### src/rtl/pipeline_pkg.sv
// Shared definitions for the pipeline hazard controller.
//   hz_state_t : miss-tracking FSM encoding
//   REG_ZERO   : architectural zero register, never a real dependency
package pipeline_pkg;

  typedef enum logic [1:0] {
    RUN      = 2'd0,
    IF_WAIT  = 2'd1,
    MEM_WAIT = 2'd2
  } hz_state_t;

  localparam logic [4:0] REG_ZERO = 5'd0;

endpackage

### src/rtl/hz_sat_counter.sv
// Saturating up-counter for performance statistics.
// Ports:
//   clk, reset : clock, asynchronous active-high reset (clears to 0)
//   inc        : count one event this cycle
//   count      : current value; sticks at all-ones instead of wrapping
module hz_sat_counter #(
  parameter int W = 32
) (
  input  logic         clk,
  input  logic         reset,
  input  logic         inc,
  output logic [W-1:0] count
);

  logic [W-1:0] cnt_q;
  logic [W-1:0] cnt_d;

  always_comb begin
    cnt_d = cnt_q;
    if (inc && (cnt_q != {W{1'b1}})) begin
      cnt_d = cnt_q + {{(W-1){1'b0}}, 1'b1};
    end
  end

  always_ff @(posedge clk or posedge reset) begin
    if (reset) begin
      cnt_q <= '0;
    end else begin
      cnt_q <= cnt_d;
    end
  end

  assign count = cnt_q;

endmodule

### src/rtl/pipeline_hazard_ctrl.sv
// Central stall/flush sequencer for the 5-stage pipeline.
// Decides each cycle whether PC, IF/ID, ID/EX, EX/MEM, MEM/WB load, hold or
// take a bubble; tracks outstanding I/D cache misses and redirects that
// land while a fetch is still outstanding.
//
// state    | meaning
// ---------+---------------------------------------------
// RUN      | no miss outstanding
// IF_WAIT  | I-cache miss outstanding, front end stalled
// MEM_WAIT | D-cache/store-buffer miss, whole pipe frozen
//
// Ports:
//   clk, reset              : clock, asynchronous active-high reset
//   id_rs1/2, id_use_rs1/2  : ID instruction sources
//   ex_rd, ex_load          : EX destination, EX is a load
//   ex_redirect             : control transfer resolved in EX
//   imem_miss, dmem_miss    : cache not ready this cycle
//   *_hold, *_bubble        : stage register controls (combinational)
//   stall_cycles, loaduse_bubbles, flush_count : saturating counters
module pipeline_hazard_ctrl
  import pipeline_pkg::*;
#(
  parameter int CNT_W = 32
) (
  input  logic             clk,
  input  logic             reset,
  input  logic [4:0]       id_rs1,
  input  logic [4:0]       id_rs2,
  input  logic             id_use_rs1,
  input  logic             id_use_rs2,
  input  logic [4:0]       ex_rd,
  input  logic             ex_load,
  input  logic             ex_redirect,
  input  logic             imem_miss,
  input  logic             dmem_miss,
  output logic             pc_hold,
  output logic             ifid_hold,
  output logic             idex_hold,
  output logic             exmem_hold,
  output logic             ifid_bubble,
  output logic             idex_bubble,
  output logic             memwb_bubble,
  output logic [CNT_W-1:0] stall_cycles,
  output logic [CNT_W-1:0] loaduse_bubbles,
  output logic [CNT_W-1:0] flush_count
);

  hz_state_t state_q, state_d;
  logic      flush_pending_q, flush_pending_d;
  logic      lu, mem_stall, fetch_stall;
  logic      inc_stall, inc_lu, inc_flush;

  always_comb begin
    lu = ex_load && (ex_rd != REG_ZERO) &&
         ((id_use_rs1 && (ex_rd == id_rs1)) || (id_use_rs2 && (ex_rd == id_rs2)));
    mem_stall   = (state_q == MEM_WAIT) || dmem_miss;
    fetch_stall = (state_q == IF_WAIT) || imem_miss;

    pc_hold      = 1'b0;
    ifid_hold    = 1'b0;
    idex_hold    = 1'b0;
    exmem_hold   = 1'b0;
    ifid_bubble  = 1'b0;
    idex_bubble  = 1'b0;
    memwb_bubble = 1'b0;
    inc_lu       = 1'b0;
    inc_flush    = 1'b0;

    if (!reset) begin
      if (mem_stall) begin
        // A frozen EX also swallows any redirect; it is re-presented later.
        pc_hold      = 1'b1;
        ifid_hold    = 1'b1;
        idex_hold    = 1'b1;
        exmem_hold   = 1'b1;
        memwb_bubble = 1'b1;
      end else if (ex_redirect) begin
        ifid_bubble = 1'b1;
        idex_bubble = 1'b1;
        inc_flush   = 1'b1;
      end else if (lu) begin
        pc_hold     = 1'b1;
        ifid_hold   = 1'b1;
        idex_bubble = 1'b1;
        inc_lu      = 1'b1;
      end else if (fetch_stall || flush_pending_q) begin
        // A pending flush alone only drops the returned wrong-path word.
        pc_hold     = fetch_stall;
        ifid_bubble = 1'b1;
      end
    end

    inc_stall = pc_hold | ifid_hold | idex_hold | exmem_hold |
                ifid_bubble | idex_bubble | memwb_bubble;
  end

  // D-side miss always wins; otherwise the I-side miss decides.
  always_comb begin
    state_d = state_q;
    case (state_q)
      RUN: begin
        if (dmem_miss)      state_d = MEM_WAIT;
        else if (imem_miss) state_d = IF_WAIT;
      end
      MEM_WAIT: begin
        if (!dmem_miss) state_d = imem_miss ? IF_WAIT : RUN;
      end
      IF_WAIT: begin
        if (dmem_miss)      state_d = MEM_WAIT;
        else if (!imem_miss) state_d = RUN;
      end
      default: state_d = RUN;
    endcase
  end

  // Clearing happens on the cycle the fetch returns with the pipe moving,
  // which is exactly the cycle that bubbles the wrong-path word. A redirect
  // arriving in that same cycle bubbles it itself, so nothing stays pending.
  always_comb begin
    flush_pending_d = flush_pending_q;
    if (!mem_stall && !imem_miss) begin
      flush_pending_d = 1'b0;
    end else if (!mem_stall && ex_redirect && fetch_stall) begin
      flush_pending_d = 1'b1;
    end
  end

  always_ff @(posedge clk or posedge reset) begin
    if (reset) begin
      state_q         <= RUN;
      flush_pending_q <= 1'b0;
    end else begin
      state_q         <= state_d;
      flush_pending_q <= flush_pending_d;
    end
  end

  hz_sat_counter #(.W(CNT_W)) u_cnt_stall (
    .clk(clk), .reset(reset), .inc(inc_stall), .count(stall_cycles)
  );

  hz_sat_counter #(.W(CNT_W)) u_cnt_lu (
    .clk(clk), .reset(reset), .inc(inc_lu), .count(loaduse_bubbles)
  );

  hz_sat_counter #(.W(CNT_W)) u_cnt_flush (
    .clk(clk), .reset(reset), .inc(inc_flush), .count(flush_count)
  );

endmodule
### config.mk
export PLATFORM = sky130hd
export DESIGN_NAME = pipeline_hazard_ctrl
export DESIGN_NICKNAME = d
export VERILOG_FILES = /design/src/rtl/pipeline_pkg.sv /design/src/rtl/hz_sat_counter.sv /design/src/rtl/pipeline_hazard_ctrl.sv
export SDC_FILE = /design/constraint.sdc
export NUM_CORES = 1
export LEC_CHECK = 0
export BUFFER_PORTS_ARGS = -buffer_cell sky130_fd_sc_hd__buf_2
export CORE_ASPECT_RATIO = 0.8
export CORE_MARGIN = 2
export CORE_UTILIZATION = 40
export CTS_CLUSTER_DIAMETER = 120
export CTS_CLUSTER_SIZE = 24
export DETAILED_ROUTE_END_ITERATION = 8
export PLACE_DENSITY_LB_ADDON = 0.12
export SLEW_MARGIN = 20
export SYNTH_ARGS = -nofsm -noshare
export SYNTH_HDL_FRONTEND = slang
export SYNTH_SLANG_ARGS = --single-unit
### constraint.sdc
create_clock -name clk -period 2.3 [get_ports clk]
set_input_delay 0.115 -clock clk [delete_from_list [all_inputs] [get_ports clk]]
set_output_delay 0.115 -clock clk [all_outputs]
set_load 0.005 [all_outputs]
* After elaboration in Yosys (flattened, before gate mapping) *
Cells that the tools add are included.

cells by class
  muxes and demuxes = 33
  add/sub/neg operators = 3
  equal/unequal tests = 10
  bitwise operators = 6
  reductions and logical operators = 20

operators with widths
  operator               count
  $add 32x1->32 const B  3
  $ne 32x32->1 const B   3
  $mux 1                 27
  $eq 5x5->1             2
  $logic_and 1x1->1      10
  $mux 2                 5
  $ne 3x3->1 const B     2
  $or 1x1->1             6
  $pmux 2 s3             1
  $reduce_bool 5->1      1
  $logic_or 1x1->1       4
  $reduce_and 3->1       1
  $eq 2x1->1 const B     1
  $eq 2x2->1 const B     1
  $logic_not 1->1        2
  $logic_not 2->1        1
  $ne 2x2->1 const B     1
  $reduce_bool 2->1      1

storage, ports and cells
  logic and storage cells = 77
  register bits = 99
  input port bits = 23

* Longest topological paths before layout *
Gate-level depths: netlist of run 1.

  depth in word-level cells = 15
  depth in mapped cells = 8
  mapped depth without buffers = 7

* By module *
From an unflattened synthesis of run 1, not the netlist that was laid out.

second synthesis, totals
  cells, all modules = 485
  area, all modules = 5177.5 sq um

modules (own cells, without submodules)
  module                            times used  seq. area each (sq um)  cells an instance  area an instance (sq um)
  hz_sat_counter (u_cnt_flush ...)  2           800.8                   139                1561.5
  hz_sat_counter (u_cnt_lu)         1           800.8                   153                1635.3
  pipeline_hazard_ctrl              1           75.1                    54                 419.2

* Least setup slack after synthesis of run 1 *
Ideal clock, no wire load.

  path type = input port to flip-flop
  start point = in reset
  end point = reg u_cnt_stall.cnt_q[13] (netlist: u_cnt_stall.count[13])
  data arrival time = 3.502 ns
  setup slack = -1.335 ns
  stages on the path = 5
  required time = 2.168 ns
  cells stage by stage = clkbuf_1 -> clkinv_1 -> nand4_1 -> nor3_1 -> xor2_1

on the way
  cells in the longest elaborated chain, start to end = 8
  elaborated cells on any way between the ends = 12
  those cells by class = mux (5); bitwise (6); reduce/logical (1)

RTL lines
  element                   RTL line                    source
  from (decl)               pipeline_hazard_ctrl.sv:26  input logic reset,
  $mux 1                    pipeline_hazard_ctrl.sv:69  if (!reset) begin
  $or 1x1->1 (4 in series)  pipeline_hazard_ctrl.sv:93  inc_stall = pc_hold | ifid_hold | idex_hold | exmem_hold |
  $or 1x1->1                pipeline_hazard_ctrl.sv:94  ifid_bubble | idex_bubble | memwb_bubble;
  $or 1x1->1 *              pipeline_hazard_ctrl.sv:94
  $logic_and 1x1->1 *       hz_sat_counter.sv:20        if (inc && (cnt_q != {W{1'b1}})) begin
  to (signal assigned)      hz_sat_counter.sv:29        cnt_q <= cnt_d;
  to (decl)                 hz_sat_counter.sv:15        logic [W-1:0] cnt_q;

Mark *: on every way between the ends. The rest lies on a longest branch, timed or not.
A chain may end at the register's enable or synchronous reset.

* Final worst setup path of run 1 *
  start point = reg u_cnt_stall.cnt_q[1] (netlist: u_cnt_stall.count[1])
  end point = reg u_cnt_stall.cnt_q[9] (netlist: u_cnt_stall.count[9])

on the way
  cells in the longest elaborated chain, start to end = 2
  elaborated cells on any way between the ends = 3
  those cells by class = add/sub (1); eq/ne (1); reduce/logical (1)

RTL lines
  element
  parallel branches: the longest is 2 deep, another holds $add 32x1->32

Parallel ways; which one is timed is not known.

==> results.md, run 1 <==
* RePlAce Congestion at around 0.8
* RSZ-0062 raised after global routing: true
* Pleak at 3.188 nW
* Starting density of the core at a little over 40%
* Most frequent cells in the layout: buf_2, dfrtp_1, xor2_1
* Rows at 36
* Post-synthesis area per instance at just over 10 um2
* CP Max Fanout at 10
* Core area at roughly 12,000 um2
* Layout cells sized above 1 at 28.97%
* Vias in the first global route at between 3,000 and 4,000
* Cts bufs inserted at 9
* Tmin final at about 2200 ps
* Critical path class: reg -> reg
* FF+latch count, synth at a little under 100
* Max Clock Skew at about 6.4 ps
* Multi-input gate area at roughly 2500 um2
* Clk Latency, worst-skew pair at approximately 340 ps
* First-pass GRT wire length at 19.85 mm
* Cell variety after synth at 43
* Fin crit share at 94.56%
* Synthesized cell area at about 5000 um2
* Final Setup Violations at 0
* Synth Flop Type: dfrtp_1
* Via count at ~4,200
* Fill count at 1,141
* Critical Path AT at between 2000 and 2500 ps
* Switch share at around a quarter
* I/O pins at around 130
* Outcome: complete, no violations
* Initial drt markers at around 220
* Worst-Margin Slew at between 700 and 800 ps
* Syn Nets at a little over 500
* Diode count at 0
* Vias per cell at 5.177
* Comb power frac at 12.1%
* Setup crit start kind: register
* Chip Height at ~100 um
* Psw at between 1 and 1.5 mW
* Fin. Hold Viols at 0
* Storage cell area at around 2500 um2
* Reg2reg start: u_cnt_stall.count[1]$_DFFE_PP0P_
* Crit end category: register
* P_int at approximately 3.4 mW
* Largest net degree at the start of global routing at between 50 and 60
* Final #Nets at 670
* Yosys warning count at 0
* Clock root cell: clkbuf_16
* Clk pwr share at 42.6%
* CTS tree: yes
* WHS at approximately 44 ps
* Full die area at between 10,000 and 15,000 um2
* Final WL at between 10 and 15 mm
* Synth area leaders: dfrtp_1, xor2_1, xnor2_1, nand3_1, nand4_1
* Register area share after synthesis at between 40% and 50%
* Hold path start: imem_miss
* Final setup TNS at 0 ps
* Clk buf depth at 2
* Detail Placement HPWL at approximately 8.8 mm
* Die Width at 129.6 um
* Post-synth top area share at 49.11%
* EDFF count, synth at 0
* Seq pwr share at between 40% and 50%
* PnR worst setup slack at ~130 ps
* Clk pin slew, worst setup/hold paths at around 60 ps
* Share of async-settable or async-resettable flops after synthesis at between 90% and 100%
* PD cells at ~680 nW/um2
* Worst VDD drop at around 0.37 mV
* P&R area growth vs syn at 28.00%
* Antenna viol nets, final at 0
* Pwr Total at ~4.4 mW
* CP Launch Point: u_cnt_stall.count[1]$_DFFE_PP0P_
* Initial antenna violation count at 0
* Global Route Usage Sum at 18.13%
* Rel. slew slack at around 52%
* Residual DRC at 0
* Highest clock rate at 459.8 MHz
* Syn Inst Count at roughly 490
* Htree depth at 3
* Worst min path class: in -> reg
* DR pass1 iterations at 4
* MaxCap Viol Count at 0
* Most common cell after layout, fill and taps aside: buf_2
* Grt ovf at 0
* Max Transition Viols Final at 0
* Cell taking the most area after synthesis: dfrtp_1
* Drt wl/cell at 14.69 um
* Pre-CTS setup slack at 21.23 ps
* Clock Sinks at between 90 and 100
* IO buf count at between 100 and 150
* CP required at around 2600 ps
-- area by class of cell --
type	count	share of cell area, %
sequential	99	38.36
multi-input combinational	365	38.25
timing repair buffer	154	13.33
clock buffer	12	3.972
tap	171	3.313
clock inverter	4	1.860
inverter	15	0.9107
-- registers in the layout, summed over array words and instances (netlist names) --
signal / cells
state_q: 2
u_cnt_flush.count: 32
u_cnt_lu.count: 32
flush_pending_q: 1
u_cnt_stall.count: 32
-- per-layer routing --
layer	vias up	global-route usage [%]	part of all wire [%]
met5	-	0	0
met4	0	5.376	1.4
met3	14	5.247	6.2
met2	130	26.36	44
met1	2037	26.08	48
li1	2064	-	-
-- synthesized netlist by cell type (all sizes together), types with 7 or more instances --
library cell,count
a21oi,7
xor2,51
dfrtp,99
and3,14
buf,9
nor4,22
nand2,44
xnor2,50
nand3,38
inv,14
nand4,27
nor2,24
nor3,29
and4,12
-- cell families after synthesis --
logic type | share of synthesized area (%)
AND/OR/NAND/NOR | 26.34
XOR/XNOR | 17.53
flip-flops | 49.11
buffers and inverters | 2.678
AO/OA/AOI/OAI | 2.703
multiplexers | 0.8928
adder cells (fa/ha/maj) | 0.7441
-- worst paths after layout --
kind / end / cells past startpoint / slack [ps]
setup / recovery: u_cnt_stall.count[9]$_DFFE_PP0P_ / 8 / 130
hold / removal: state_q[0]$_DFFE_PP0P_ / 3 / 40
setup reg to reg: u_cnt_stall.count[9]$_DFFE_PP0P_ / 8 / 130
hold reg to reg: u_cnt_flush.count[15]$_DFFE_PP0P_ / 1 / 480
max in group asynchronous: u_cnt_stall.count[7]$_DFFE_PP0P_ / 5 / 770
min in group asynchronous: u_cnt_stall.count[27]$_DFFE_PP0P_ / 4 / 540
-- what timing repair did --
action                                 4_1_cts  5_1_grt
resized for setup                            1        5
setup endpoints to repair                    4        4
pin swaps                                    0        0
endpoints found under the hold margin       15        0
hold buffers                                 2        0
setup buffers                                0        0
-- critical path, stage by stage (launching register included) --
cell and delay, ps:
dfrtp_1 410, ha_1 240, and3_1 190, nand4_1 140, nor4_2 60, buf_4 180, or3_1 440, nor4b_2 270
xor2_1 170
-- metrics by stage --
stage / util [%] / cells / cell area [um2]
4_1_cts: 52.45 / 820 / 6426
6_report: 52.71 / 820 / 6457
5_1_grt: 52.71 / 820 / 6457
3_5_place_dp: 49.16 / 802 / 6023
3_3_place_gp: 49.16 / 802 / 6023
2_1_floorplan: - / 492 / 5046
-- power groups by stage --
stage,clock network (mW),logic (mW),registers (mW)
floorplan,0,0.262,2.03
global placement,0,0.524,2.03
detailed placement,0,0.539,2.03
CTS,1.94,0.547,2.00
global route,2.00,0.610,2.03
finish,1.88,0.537,2.00
(Power assumes the default switching activity.)
==> run 2, diff against run 1 <==
--- a/config.mk
+++ b/config.mk
@@ -12,6 +12,7 @@
 export CTS_CLUSTER_DIAMETER = 120
 export CTS_CLUSTER_SIZE = 24
 export DETAILED_ROUTE_END_ITERATION = 8
+export GPL_TIMING_DRIVEN = 0
 export PLACE_DENSITY_LB_ADDON = 0.12
 export SLEW_MARGIN = 20
 export SYNTH_ARGS = -nofsm -noshare
==> results.md, run 2 (synthesis results as in run 1) <==
* Outcome: complete, no violations
* Final instance area at approximately 6400 um2
* Worst VDD drop at about 0.34 mV
* Highest clock rate at around 460 MHz
* DR pass1 iterations at 4
* Global Route Usage Sum at approximately a fifth
* Initial antenna violation count at 0
* Layout cells sized above 1 at a little under a third
* Antenna viol nets, final at 0
* Clock root cell: clkbuf_16
* Hold endpoint: flush_pending_q$_DFFE_PP0P_
* M1 wire length at between 6 and 7 mm
* Drt wl/cell at around 15 um
* RePlAce Congestion at slightly above 0.8
* Worst reg2reg path endpoint: u_cnt_stall.count[25]$_DFFE_PP0P_
* Core area at about 12,000 um2
* Rel. slew slack at between 40 and 50%
* Dpl cell area at about 5900 um2
* Vias per cell at about 5.2
* Largest net degree at the start of global routing at 63
* Worst-Margin Slew at ~790 ps
* Cts bufs inserted at 9
* Fin cells at 813
* Via count at ~4,200
* Crit end category: register
* Inst Count DP at just under 800
* Worst reg2reg setup slack at roughly 110 ps
* Clock Sinks at a little under 100
* Most frequent cells in the layout: buf_2, dfrtp_1, xor2_1
* Hold path start: imem_miss
* Htree depth at 3
* CP Max Fanout at 7
* Clk buf depth at 2
* Most common cell after layout, fill and taps aside: buf_2
* Max Used Layer: met4
* Chip Height at 104.4 um
* Clk Latency, worst-skew pair at between 300 and 400 ps
* Diode count at 0
* Worst min path class: in -> reg
* First-pass GRT wire length at 20.39 mm
* Met2 wire length at about 5.5 mm
* Residual DRC at 0
* Setup crit start kind: register
* Starting density of the core at between 40% and 50%
* Max Clock Skew at just under 9 ps
* Critical Path AT at 2450 ps
* WL met3 at between 700 and 800 um
* Initial drt markers at 191
* Reg2reg start: u_cnt_stall.count[8]$_DFFE_PP0P_
* Worst R2R Path Depth at 7
* IO buf count at 125
* Die Width at about 130 um
* Full die area at about 14,000 um2
* I/O pins at between 100 and 150
* Final WL at 12.54 mm
* Vias in the first global route at 4,032
* P&R area growth vs syn at 27.80%
* Tmin final at about 2200 ps
* Grt ovf at 0
* Critical path class: reg -> reg
* Pwr Total at roughly 4.0 mW
* PD cells at just over 600 nW/um2
* Max Transition Viols Final at 0
* Clk pin slew, worst setup/hold paths at ~70 ps
* Fin. Hold Viols at 0
* CP required at between 2000 and 3000 ps
* Pleak at around 3.1 nW
* Rows at 36
* Final #Nets at 663
* Hold Crit Depth at 3
* MaxCap Viol Count at 0
* Detail Placement HPWL at 8.960 mm
* Fin crit share at between 90% and 100%
* Final Setup Violations at 0
* CTS tree: yes
run 2: critical path, cell delays in order (launching register included):
cell and delay [ps]:
dfrtp_1 430, and4_1 190, buf_2 170, and3_1 190, nand2_1 140, or4b_2 630
nor3_1 200, xor2_1 170
run 2: worst max path at each step:
| stage | from | endpoint | slack [ps] | cells after the start |
|---|---|---|---|---|
| final | u_cnt_stall.count[8]$_DFFE_PP0P_ | u_cnt_stall.count[25]$_DFFE_PP0P_ | 110 | 7 |
| after global routing | u_cnt_stall.count[1]$_DFFE_PP0P_ | u_cnt_stall.count[22]$_DFFE_PP0P_ | -0.9 | 9 |
| after CTS | u_cnt_lu.count[0]$_DFFE_PP0P_ | u_cnt_lu.count[5]$_DFFE_PP0P_ | 6 | 8 |
| after detailed placement | u_cnt_lu.count[2]$_DFFE_PP0P_ | u_cnt_lu.count[5]$_DFFE_PP0P_ | -420 | 7 |
| after global placement | reset | u_cnt_stall.count[21]$_DFFE_PP0P_ | -880 | 6 |
| after floorplan | reset | u_cnt_stall.count[13]$_DFFE_PP0P_ | 30 | 5 |
run 2: layer usage:
metal,vias up,global-route usage [%]
met4,0,5.991
met1,2046,27.09
met2,128,27.08
li1,2049,-
met5,-,0
met3,6,4.990
run 2: cell type report:
cell class	count	area (um2)
sequential	99	2477
fill	1161	5804
clock buffer	11	242.7
clock inverter	5	28.78
multi-input combinational	365	2614
tap	171	214.0
buffer	12	82.58
inverter	15	61.31
timing repair buffer	135	726.9
run 2: where the power goes:
group          switching [mW]  internal (mW)  leakage [nW]
clock                   0.645          0.758         0.139
sequential              0.160           1.86          1.30
combinational           0.286          0.271          1.71
run 2: timing repair:
item / in CTS / in global routing
setup endpoints to repair: 46 / 56
resized for setup: 8 / 27
hold endpoints to repair: 1 / 0
hold buffers: 1 / 0
setup buffers: 1 / 7
pin swaps: 1 / 6
run 2: through the flow:
stage | hold slack (ps) | util (%) | setup WS, ps | TNS (ps)
final | 62.49 | 52.62 | 108.4 | 0
after floorplan | 181.8 | - | 25.75 | 0
after detailed placement | 357.7 | 48.29 | -421.5 | -8329
after global placement | 342.0 | 48.04 | -875.1 | -12000
after global routing | 57.64 | 52.62 | -0.8600 | -0.8600
after CTS | 40.89 | 51.09 | 5.711 | 0
